===== config.mk =====
export PLATFORM = sky130hd
export DESIGN_NAME = program_counter
export DESIGN_NICKNAME = d
export VERILOG_FILES = /design/src/rtl/mycpu_pkg.sv /design/src/rtl/pc_next_mux.sv /design/src/rtl/program_counter.sv
export SDC_FILE = /design/constraint.sdc
export NUM_CORES = 1
export LEC_CHECK = 0
export CAP_MARGIN = 0
export CORE_UTILIZATION = 32
export CTS_CLUSTER_DIAMETER = 150
export CTS_CLUSTER_SIZE = 28
export DETAILED_ROUTE_END_ITERATION = 12
export GPL_ROUTABILITY_DRIVEN = 1
export REMOVE_ABC_BUFFERS = 1
export SETUP_SLACK_MARGIN = 0.05
export SLEW_MARGIN = 25
export SYNTH_ARGS = -nofsm -noshare
export SYNTH_HDL_FRONTEND = slang
export SYNTH_SLANG_ARGS = --single-unit

===== constraint.sdc =====
create_clock -name clk -period 5.4 [get_ports clk]
set_input_delay 1.08 -clock clk [delete_from_list [all_inputs] [get_ports clk]]
set_output_delay 1.08 -clock clk [all_outputs]
set_load 0.1 [all_outputs]

===== src/rtl/mycpu_pkg.sv =====
// rtl/mycpu_pkg.sv - shared CPU types and constants
package mycpu_pkg;

   localparam int WIDTH      = 16;
   localparam int CLK_PERIOD = 5;

   typedef enum logic [1:0] {
      PS_HOLD = 2'b00,
      PS_INC  = 2'b01,
      PS_JR   = 2'b10,
      PS_BR   = 2'b11
   } pc_sel_t;

endpackage


===== src/rtl/pc_next_mux.sv =====
// rtl/pc_next_mux.sv - combinational next-PC selection
module pc_next_mux
   import mycpu_pkg::*;
#(
   parameter int WIDTH      = mycpu_pkg::WIDTH,
   parameter int OFFSET_MSB = 7
) (
   input  logic [1:0]       ps_in,
   input  logic [WIDTH-1:0] pc_in,
   input  logic [WIDTH-1:0] ins_in,
   input  logic [WIDTH-1:0] ra_in,
   output logic [WIDTH-1:0] pc_next
);

   logic [WIDTH-1:0] offset;
   logic [WIDTH-1:0] pc_inc;
   logic [WIDTH-1:0] pc_br;
   logic             ins_hi_unused;

   // Only the low offset field of the instruction matters here.
   assign ins_hi_unused = ^ins_in[WIDTH-1:OFFSET_MSB+1];

   assign offset = {{(WIDTH-OFFSET_MSB-1){ins_in[OFFSET_MSB]}}, ins_in[OFFSET_MSB:0]};
   assign pc_inc = pc_in + WIDTH'(1);
   assign pc_br  = pc_inc + offset;

   always_comb begin
      pc_next = pc_in;
      // Unknown or undefined selects fall through to hold.
      case (ps_in)
         PS_INC:  pc_next = pc_inc;
         PS_JR:   pc_next = ra_in;
         PS_BR:   pc_next = pc_br;
         default: pc_next = pc_in;
      endcase
   end

endmodule


===== src/rtl/program_counter.sv =====
// rtl/program_counter.sv - 16-bit PC register with async reset
module program_counter
   import mycpu_pkg::*;
#(
   parameter int               WIDTH       = mycpu_pkg::WIDTH,
   parameter logic [WIDTH-1:0] RESET_VALUE = '0,
   parameter int               OFFSET_MSB  = 7
) (
   input  logic             clk,
   input  logic             rst_n,
   input  logic [1:0]       ps_in,
   input  logic [WIDTH-1:0] ins_in,
   input  logic [WIDTH-1:0] ra_in,
   output logic [WIDTH-1:0] pc_out
);

   logic [WIDTH-1:0] pc_q;
   logic [WIDTH-1:0] pc_d;

   pc_next_mux #(
      .WIDTH      (WIDTH),
      .OFFSET_MSB (OFFSET_MSB)
   ) u_next (
      .ps_in   (ps_in),
      .pc_in   (pc_q),
      .ins_in  (ins_in),
      .ra_in   (ra_in),
      .pc_next (pc_d)
   );

   // rst_n is active-high despite its name.
   always_ff @(posedge clk or posedge rst_n) begin
      if (rst_n) begin
         pc_q <= RESET_VALUE;
      end else begin
         pc_q <= pc_d;
      end
   end

   assign pc_out = pc_q;

endmodule


==> run metrics, run 1 <==
most frequent cells in the layout 43 x clkdlybuf4s50_1, 23 x nand2_1, 21 x ha_1, 20 x nor2_1, 19 x xnor2_1; Nets 333; GP Congestion 0.8271; Post-synth EDFFs 0; reg2reg path depth 12; CTS max path bufs 2; synthesis-stage register bit count 16; yosys warns 0; drt via density 5.275; Synth Flop Type dfrtp_1; status completed; antenna violations before repair 0; CTS resizes 0; Worst VDD drop 0.0005228 V; Die ar. 6585 µm²; Leak 0.001054 µW; post-synthesis cell count 234; Clock transition at path regs 0.07 ns; clock sink total 16; clock latency at the later pin of the worst-skew pair 0.25 ns; fin area 2565 µm²; Seq/Total Area, Yosys 0.1998; Final ANT Viol Nets 0; CTS tree built; Root Driver clkbuf_8; Worst Tran Pin Value 0.9803 ns; share of the synthesized area in the top cell type 0.1998; H-tree Lvls 1; Area Overhead vs Synth 27.97%; Congestion Overflow GR 0; CP Capture Type flop; critical path endpoint pc_out[14]; DR WL/cell 14.92 µm; port bufs 43; min-delay src pc_out[10]; Die W 81.15 µm; Pwr Density 689.6 nW/µm²; Arrival @ worst endpoint 3.87 ns; Worst path max stage delay 0.46 ns; Final period util 0.6809; Clock Skew 0.004318 ns; highest-delay cell along the critical path dfrtp_1; CP dominant cell by count ha_1; critical path peak fanout 8; hold_buf cts 0; layout cell share with drive strength beyond 1 0.07299; Post-Route WL 5206 µm; Mean Syn Cell Area 8.566 µm²; total iterations of the first detailed-routing run 4; largest net degree at the start of global routing 22; critical path data required time 5.60 ns; Slew Limit Fails 0; Core ar. 5991 µm²; Detailed Place HPWL 4097 µm; f_max 272.0 MHz; Critical Path Source Type flop; num rows 28; TritonCTS buffer count 3; post-route minimum period 3.677 ns; # diodes 0; max reg flops 16; DRC 0; Setup TNS Final 0 ns; GRT Total Usage 0.1725; initial core utilization 0.3346; # Max-Cap Violations 0; top cell type by total area after synthesis dfrtp_1; fillers 599; Netlist cell types 48; postcts setup bufs 0; reg-to-reg slack, setup 1.72 ns; # setup viols final 0; Synth async-reset ratio 1.000; crit path kind reg -> reg; Final Hold Fails 0; Initial DRC Count 109; vias in the first global route 1785; first-pass GRT wire length 8749 µm; Hold WC Path Type reg -> reg; Rel. slew slack 0.3444; Vias 1841; Post-Syn Area 2004 µm²; RSZ-0062 raised after global routing no; R2R Path End pc_out[14]; dpl cell area 2510 µm²; Worst setup startpoint pc_out[0]; worst-path cell chain ha_1, nand3_1, nor2_1, nand4_1, xnor2_1, ha_1, a21oi_1, nand2_1, a41oi_1, o22ai_1, a211oi_1, o221a_2; RR Startpoint pc_out[0]; die height 81.15 µm; I/O pins 52; leading cell type in the layout, fill and taps excluded clkdlybuf4s50_1; Synth area leaders dfrtp_1 20%, ha_1 13%, xnor2_1 8.3%
==> metrics by stage <==
stage | utilization | power, µW | hold slack, ns | worst slack [ns] | cells
global route | 0.4282 | 1912 | 0.6443 | 1.319 | 349
floorplan | - | 1329 | 0.9937 | 1.722 | 225
global placement | 0.4190 | 1637 | 0.6061 | 1.591 | 345
finish | 0.4282 | 1769 | 0.6286 | 1.723 | 349
detailed placement | 0.4190 | 1650 | 0.6151 | 1.595 | 345
CTS | 0.4282 | 1769 | 0.6328 | 1.760 | 349
==> critical path: cells and delay by family, from the launching register on <==
kind            cells  cell delay [ns]
compound gates      5             1.37
xor+xnor            1             0.31
fa+ha+maj           2             0.61
flops               1             0.46
simple gates        4             0.88
==> synthesized netlist by cell type (2+ instances only) <==
| cell | instances |
|---|---|
| mux4_2 | 6 |
| a211oi_1 | 4 |
| clkbuf_1 | 5 |
| mux2i_1 | 6 |
| nor2b_1 | 2 |
| and2_1 | 3 |
| a21oi_1 | 18 |
| nor3_1 | 2 |
| a211o_1 | 2 |
| a31o_2 | 2 |
| o21ai_0 | 10 |
| o211ai_1 | 2 |
| o21a_1 | 2 |
| dfrtp_1 | 16 |
| xnor2_1 | 19 |
| a31oi_1 | 3 |
| a21o_1 | 2 |
| o22ai_1 | 3 |
| nor2_1 | 20 |
| nand3_1 | 8 |
| and3_1 | 3 |
| xor2_1 | 11 |
| buf_1 | 4 |
| nand2_1 | 23 |
| and3b_1 | 2 |
| nor4_1 | 2 |
| ha_1 | 21 |
| inv_1 | 8 |
| nand4_1 | 5 |
| nand2b_1 | 2 |
==> cells by family after synthesis <==
family / Yosys count / share of synthesized area
XOR/XNOR: 30 / 0.1311
multiplexers: 13 / 0.1030
adder cells (fa/ha/maj): 22 / 0.1411
AO/OA/AOI/OAI: 58 / 0.1948
flip-flops: 16 / 0.1997
buffers and inverters: 17 / 0.03183
AND/OR/NAND/NOR: 78 / 0.1985
==> where the power goes <==
part / total [µW] / leakage (µW) / internal (µW) / switching [µW]
sequential: 262 / 0.000184 / 175 / 87.2
combinational: 1400 / 0.000841 / 491 / 905
clock: 111 / 0.0000288 / 64.7 / 45.8
==> area by class of cell <==
type | count | area (µm²) | area share
Multi-Input combinational cell | 201 | 1540 | 0.6005
Timing Repair Buffer | 45 | 445.4 | 0.1737
Sequential cell | 16 | 400.4 | 0.1561
Tap cell | 75 | 93.84 | 0.03659
Clock buffer | 4 | 55.05 | 0.02146
Inverter | 8 | 30.03 | 0.01171
==> metal layers <==
layer | up-vias | wire (µm) | track usage
li1 | 940 | - | -
met1 | 861 | 2695 | 0.2502
met2 | 36 | 2303 | 0.2765
met3 | 4 | 157 | 0.007865
met4 | 0 | 49 | 0.04643
met5 | - | 0 | 0
==> how the worst min path moves through the flow <==
stage | to | slack, ns | cells after the start
6_report | pc_out[10] | 0.63 | 1
5_1_grt | pc_out[10] | 0.64 | 1
4_1_cts | pc_out[10] | 0.63 | 1
3_5_place_dp | pc_out[10] | 0.62 | 1
3_3_place_gp | pc_out[10] | 0.61 | 1
2_1_floorplan | pc_out[0] | 0.99 | 1
Power figures use the tool's default switching activity.
==> inputs of run 2 (changes only) <==
clock period = 3.1 ns   (was 5.4 ns; I/O delays follow)
==> run 2 against run 1 <==
Effect of this change:
- cell count rose by 10%
- combinational power rose by 100%
- worst setup slack got worse by 1.6 ns
- register-to-register slack got worse by 1.6 ns
- utilization rose by 5.5 points
- hold slack improved by 0.0047 ns
- sequential cell count did not move
- first-iteration DRC count fell by 19%
- critical path type unchanged
- critical endpoint unchanged
==> run metrics, run 2 (synthesis results as in run 1) <==
highest-delay cell along the critical path dfrtp_1 (unchanged); Root Driver clkbuf_8 (unchanged); Rel. slew slack 0.5529 (was 0.3444); sw power 1943 µW (was 1038 µW); clock latency at the later pin of the worst-skew pair 0.25 ns (about the same); Arrival @ worst endpoint 3.09 ns (was 3.87 ns); GRT Total Usage 0.1825 (was 0.1725); max reg flops 16 (unchanged); DR WL/cell 15.31 µm (was 14.92 µm); Net Sw Frac 0.5635 (was 0.5868); Final ANT Viol Nets 0 (unchanged); Final Hold Fails 0 (unchanged); Clock transition at path regs 0.07 ns (about the same); status completed (unchanged); CTS tree built (unchanged); f_max 339.8 MHz (was 272.0 MHz); Congestion Overflow GR 0 (unchanged); Hold WC Path Type reg -> reg (unchanged); crit path kind reg -> reg (unchanged); clock sink total 16 (unchanged); first-pass GRT wire length 9301 µm (was 8749 µm); leading cell type in the layout, fill and taps excluded buf_4 (was clkdlybuf4s50_1); die height 81.15 µm (unchanged); hold_ws 0.6333 ns (was 0.6286 ns); Final period util 0.9493 (was 0.6809); Post-Route WL 5878 µm (was 5206 µm); sequential share of power 0.131 (was 0.148); CP Capture Type flop (unchanged); Detailed Place HPWL 4538 µm (was 4097 µm); port bufs 43 (unchanged); Worst path max stage delay 0.46 ns (about the same); final core utilization 0.4833 (was 0.4282); Final Non-Filler Cells 384 (was 349); Worst VDD drop 0.0007284 V (was 0.0005228 V); layout cell share with drive strength beyond 1 0.2816 (was 0.07299); drt via density 5.156 (was 5.275); Clock Skew 0.002695 ns (was 0.004318 ns); Area Overhead vs Synth 44.44% (was 27.97%); Pint 1505 µW (was 730.8 µW); # Max-Cap Violations 0 (unchanged); fin area 2895 µm² (was 2565 µm²); post-route minimum period 2.943 ns (was 3.677 ns); Core ar. 5991 µm² (unchanged); Die W 81.15 µm (unchanged); critical path peak fanout 5 (was 8); hold_buf cts 0 (unchanged); Worst Tran Pin Value 0.6699 ns (was 0.9803 ns); Initial DRC Count 88 (was 109); CTS max path bufs 2 (unchanged); Leak 0.001258 µW (was 0.001054 µW); Die ar. 6585 µm² (unchanged); Nets 368 (was 333); dpl cell area 2700 µm² (was 2510 µm²); Vias 1980 (was 1841); reg-to-reg slack, setup 0.16 ns (was 1.72 ns); Placed Instances 374 (was 345); initial core utilization 0.3346 (unchanged); critical path data required time 3.25 ns (was 5.60 ns); DRC 0 (unchanged); total iterations of the first detailed-routing run 4 (unchanged); GP Congestion 0.8083 (was 0.8271); TritonCTS buffer count 3 (unchanged); RSZ-0062 raised after global routing no (unchanged); antenna violations before repair 0 (unchanged); worst-path cell chain nand2_1, nor3_4, and3_1, xor2_2, ha_1, a21oi_1, o21ai_0, buf_4, nor4_2, a211oi_2, buf_4, o221a_2 (was ha_1, nand3_1, nor2_1, nand4_1, xnor2_1, ha_1, a21oi_1, nand2_1, a41oi_1, o22ai_1, a211oi_1, o221a_2); # setup viols final 0 (unchanged); vias in the first global route 1885 (was 1785); Comb power frac 0.812 (was 0.789); # diodes 0 (unchanged); CP dominant cell by count buf_4 (was ha_1); largest net degree at the start of global routing 36 (was 22); part of the power in the clock network 0.057 (was 0.062); num rows 28 (unchanged); Slew Limit Fails 0 (unchanged); I/O pins 52 (unchanged); Setup TNS Final 0 ns (unchanged); Pwr Density 1191 nW/µm² (was 689.6 nW/µm²); most frequent cells in the layout 52 x buf_4, 27 x clkdlybuf4s50_1, 23 x nand2_1, 19 x nor2_1, 19 x ha_1 (was 43 x clkdlybuf4s50_1, 23 x nand2_1, 21 x ha_1, 20 x nor2_1, 19 x xnor2_1); H-tree Lvls 1 (unchanged); Critical Path Source Type flop (unchanged)
run 2: final cells by class:
type	count	area [µm²]
clock buffer	4	55.05
inverter	8	30.03
sequential	16	402.9
timing repair buffer	80	680.7
multi-input combinational	201	1633
fill	582	3095
tap	75	93.84
run 2: path summary, 6_finish.rpt:
kind,end,cells after the start,start
min,pc_out[10],1,pc_out[10]
max in group asynchronous,pc_out[1],2,rst_n
max reg2reg,pc_out[14],12,pc_out[3]
max,pc_out[14],12,pc_out[3]
min reg2reg,pc_out[10],1,pc_out[10]
min in group asynchronous,pc_out[15],2,rst_n
run 2: repair_timing:
item | in CTS | in global routing
gates cloned | 0 | 0
setup endpoints to repair | 1 | 8
setup buffers | 0 | 6
endpoints found under the hold margin | 0 | 0
resized for setup | 1 | 18
pin swaps | 0 | 8
run 2: worst max-delay path, delay by kind of cell, from the launching register on:
kind / cells / cell delay, ns
DFF: 1 / 0.46
AOI/OAI and AO/OA: 4 / 0.68
buffers and inverters: 2 / 0.32
and+or+nand+nor: 4 / 0.85
xor gates and xnor gates: 1 / 0.21
adders and majority gates: 1 / 0.30
run 2: metrics by stage:
stage                     total power, µW  setup slack, ns
after floorplan                      2315          -0.5784
after global placement               3062        -0.005314
after detailed placement             3108         -0.02627
after CTS                            3321          0.05517
after global routing                 3704          0.02926
final                                3448           0.1572
run 2: per-layer routing:
layer  vias to the layer above  GRT usage  wire length (µm)
met5                         -          0                 0
met4                         0    0.03750                55
met3                         6    0.01124               165
met2                        38     0.3025              2737
met1                       928     0.2590              2920
li1                       1008          -                 -
run 2: power by group through the flow:
stage / Clock [µW] / Sequential (µW) / Combinational (µW)
2_1_floorplan: 0 / 1130 / 1190
3_3_place_gp: 0 / 433 / 2630
3_5_place_dp: 0 / 437 / 2670
4_1_cts: 201 / 437 / 2680
5_1_grt: 208 / 469 / 3030
6_report: 197 / 451 / 2800
==> inputs of run 3 (changes only) <==
CORE_UTILIZATION = 41   (was 32)
MAX_ROUTING_LAYER = met4   (was unset)
PLACE_DENSITY = 0.72   (was unset)
==> run 3 against run 2 <==
Effect of this change:
- via count increased by 6.9%
- register-to-register slack worse by 0.04 ns
- largest cell class unchanged
- sequential power about the same
- clock power is essentially flat
- die area decreased by 21%
- non-clock buffer count up 3
- sequential cell count is the same
- wire length up 2.5%
- clock-buffer cell count unchanged
- largest power group unchanged
- hold slack better by 0.012 ns
- global-route usage increased by 5.0 points
- critical path depth is 2 higher
==> run metrics, run 3 (synthesis results as in run 1) <==
status completed (unchanged); CP Capture Type flop (unchanged); Detailed Place HPWL 4562 µm (was 4538 µm); Top Metal Used met4 (unchanged); Arrival @ worst endpoint 3.13 ns (was 3.09 ns); hold_ws 0.6452 ns (was 0.6333 ns); max reg flops 16 (unchanged); TritonCTS buffer count 3 (unchanged); reg-to-reg slack, setup 0.12 ns (was 0.16 ns); Congestion Overflow GR 0 (unchanged); clock sink total 16 (unchanged); Clock transition at path regs 0.07 ns (about the same); f_max 335.6 MHz (was 339.8 MHz); DRT met1 WL 2808 µm (was 2920 µm); dpl cell area 2705 µm² (was 2700 µm²); final core utilization 0.6260 (was 0.4833); hold path endpoint pc_out[10] (unchanged); GRT Total Usage 0.2324 (was 0.1825); Hold WC Path Type reg -> reg (unchanged); port bufs 43 (unchanged); most frequent cells in the layout 55 x buf_4, 27 x clkdlybuf4s50_1, 23 x nand2_1, 18 x ha_1, 17 x nor2_1 (was 52 x buf_4, 27 x clkdlybuf4s50_1, 23 x nand2_1, 19 x nor2_1, 19 x ha_1); Nets 371 (was 368); Clock Skew 0.001965 ns (was 0.002695 ns); Placed Instances 368 (was 374); Area Overhead vs Synth 47.50% (was 44.44%); Final period util 0.9612 (was 0.9493); Die W 71.92 µm (was 81.15 µm); Core ar. 4723 µm² (was 5991 µm²); total iterations of the first detailed-routing run 8 (was 4); antenna violations before repair 0 (unchanged); Setup TNS Final 0 ns (unchanged); first-pass GRT wire length 9163 µm (was 9301 µm); clock latency at the later pin of the worst-skew pair 0.26 ns (was 0.25 ns); Final Non-Filler Cells 379 (was 384); Root Driver clkbuf_8 (unchanged); Critical Path Source Type flop (unchanged); leading cell type in the layout, fill and taps excluded buf_4 (unchanged); multi-input combinational cell area 1684 µm² (was 1633 µm²); largest net degree at the start of global routing 23 (was 36); RSZ-0062 raised after global routing yes (was no); fillers 401 (was 582); drt via density 5.586 (was 5.156); hold_buf cts 0 (unchanged); H-tree Lvls 1 (unchanged); initial core utilization 0.4244 (was 0.3346); Final Hold Fails 0 (unchanged); reg2reg path depth 14 (was 12); crit path kind reg -> reg (unchanged); Leak 0.001285 µW (was 0.001258 µW); # diodes 0 (unchanged); fin area 2957 µm² (was 2895 µm²); Die ar. 5172 µm² (was 6585 µm²); critical path data required time 3.25 ns (about the same); # Max-Cap Violations 0 (unchanged); met3 wire len 246 µm (was 165 µm); DRC 0 (unchanged); Vias 2117 (was 1980); num rows 25 (was 28); I/O pins 52 (unchanged); layout cell share with drive strength beyond 1 0.3045 (was 0.2816); FF+latch area 400.4 µm² (was 402.9 µm²); post-route minimum period 2.980 ns (was 2.943 ns); Initial DRC Count 188 (was 88); min-delay src pc_out[10] (unchanged); Rel. slew slack 0.5381 (was 0.5529); GP Congestion 0.8643 (was 0.8083); DR WL/cell 15.90 µm (was 15.31 µm); R2R Path End pc_out[15] (was pc_out[14]); Worst VDD drop 0.0005569 V (was 0.0007284 V); met2 wire len 2887 µm (was 2737 µm); RR Startpoint pc_out[0] (was pc_out[3]); Pwr Density 1210 nW/µm² (was 1191 nW/µm²); Worst Tran Pin Value 0.6920 ns (was 0.6699 ns); Post-Route WL 6026 µm (was 5878 µm); Slew Limit Fails 0 (unchanged); Final ANT Viol Nets 0 (unchanged); Hold Path Cell Cnt 1 (unchanged); CTS tree built (unchanged); CTS max path bufs 2 (unchanged); critical path peak fanout 5 (unchanged); vias in the first global route 1938 (was 1885); # setup viols final 0 (unchanged); die height 71.92 µm (was 81.15 µm)
## run 3: cell types whose count changed in the layout (fill, tap and decap cells not counted), sizes merged
cell	previous run	this run
buf	53	56
## run 3: how the worst max path moves through the flow
stage | start | end | slack (ns) | cells past startpoint
after CTS | pc_out[1] | pc_out[14] | 0.06 | 14
after global placement | ins_in[0] | pc_out[10] | -0.007 | 10
after floorplan | pc_out[0] | pc_out[14] | -0.58 | 12
final | pc_out[0] | pc_out[15] | 0.12 | 14
after detailed placement | ins_in[0] | pc_out[10] | -0.04 | 10
after global routing | pc_out[1] | pc_out[14] | -0.02 | 14
## run 3: what timing repair did
action,in CTS,in global routing
endpoints found under the setup margin,1,8
endpoints found under the hold margin,0,0
gates cloned,0,0
setup buffers,0,7
gates resized for setup,1,26
pin swaps,0,10
## run 3: power by group
group | internal, µW | switching (µW) | leakage (µW)
registers | 305 | 144 | 0.000184
logic | 1140 | 1790 | 0.00107
clock network | 113 | 83.3 | 0.0000288
total | 1560 | 2020 | 0.00129
## run 3: stage by stage
stage	power, µW	setup WS [ns]
2_1_floorplan	2315	-0.5784
3_3_place_gp	3047	-0.006765
3_5_place_dp	3128	-0.03785
4_1_cts	3340	0.06229
5_1_grt	3783	-0.02040
6_report	3578	0.1202
## run 3: layout make-up
cell class / count / area share
multi-input combinational: 201 / 0.5696
inverter: 8 / 0.01016
sequential: 16 / 0.1354
tap: 67 / 0.02835
clock buffer: 4 / 0.01862
timing repair buffer: 83 / 0.2378
## run 3: routing by layer
layer / GRT usage / vias to the layer above
met3: 0.01389 / 8
li1: - / 1020
met5: - / -
met4: 0.06318 / 0
met2: 0.3648 / 59
met1: 0.3270 / 1030
## run 3: worst max-delay path, cell delays in order (launching register included)
cell and delay (ns):
dfrtp_1 0.40, ha_2 0.20, nand3_1 0.10, nor2_1 0.11, buf_4 0.15, nand4_1 0.21
xnor2_2 0.26, buf_4 0.17, buf_4 0.12, buf_4 0.12, ha_1 0.28, a21oi_1 0.06
a21o_1 0.20, o2111a_1 0.23, a211o_1 0.26
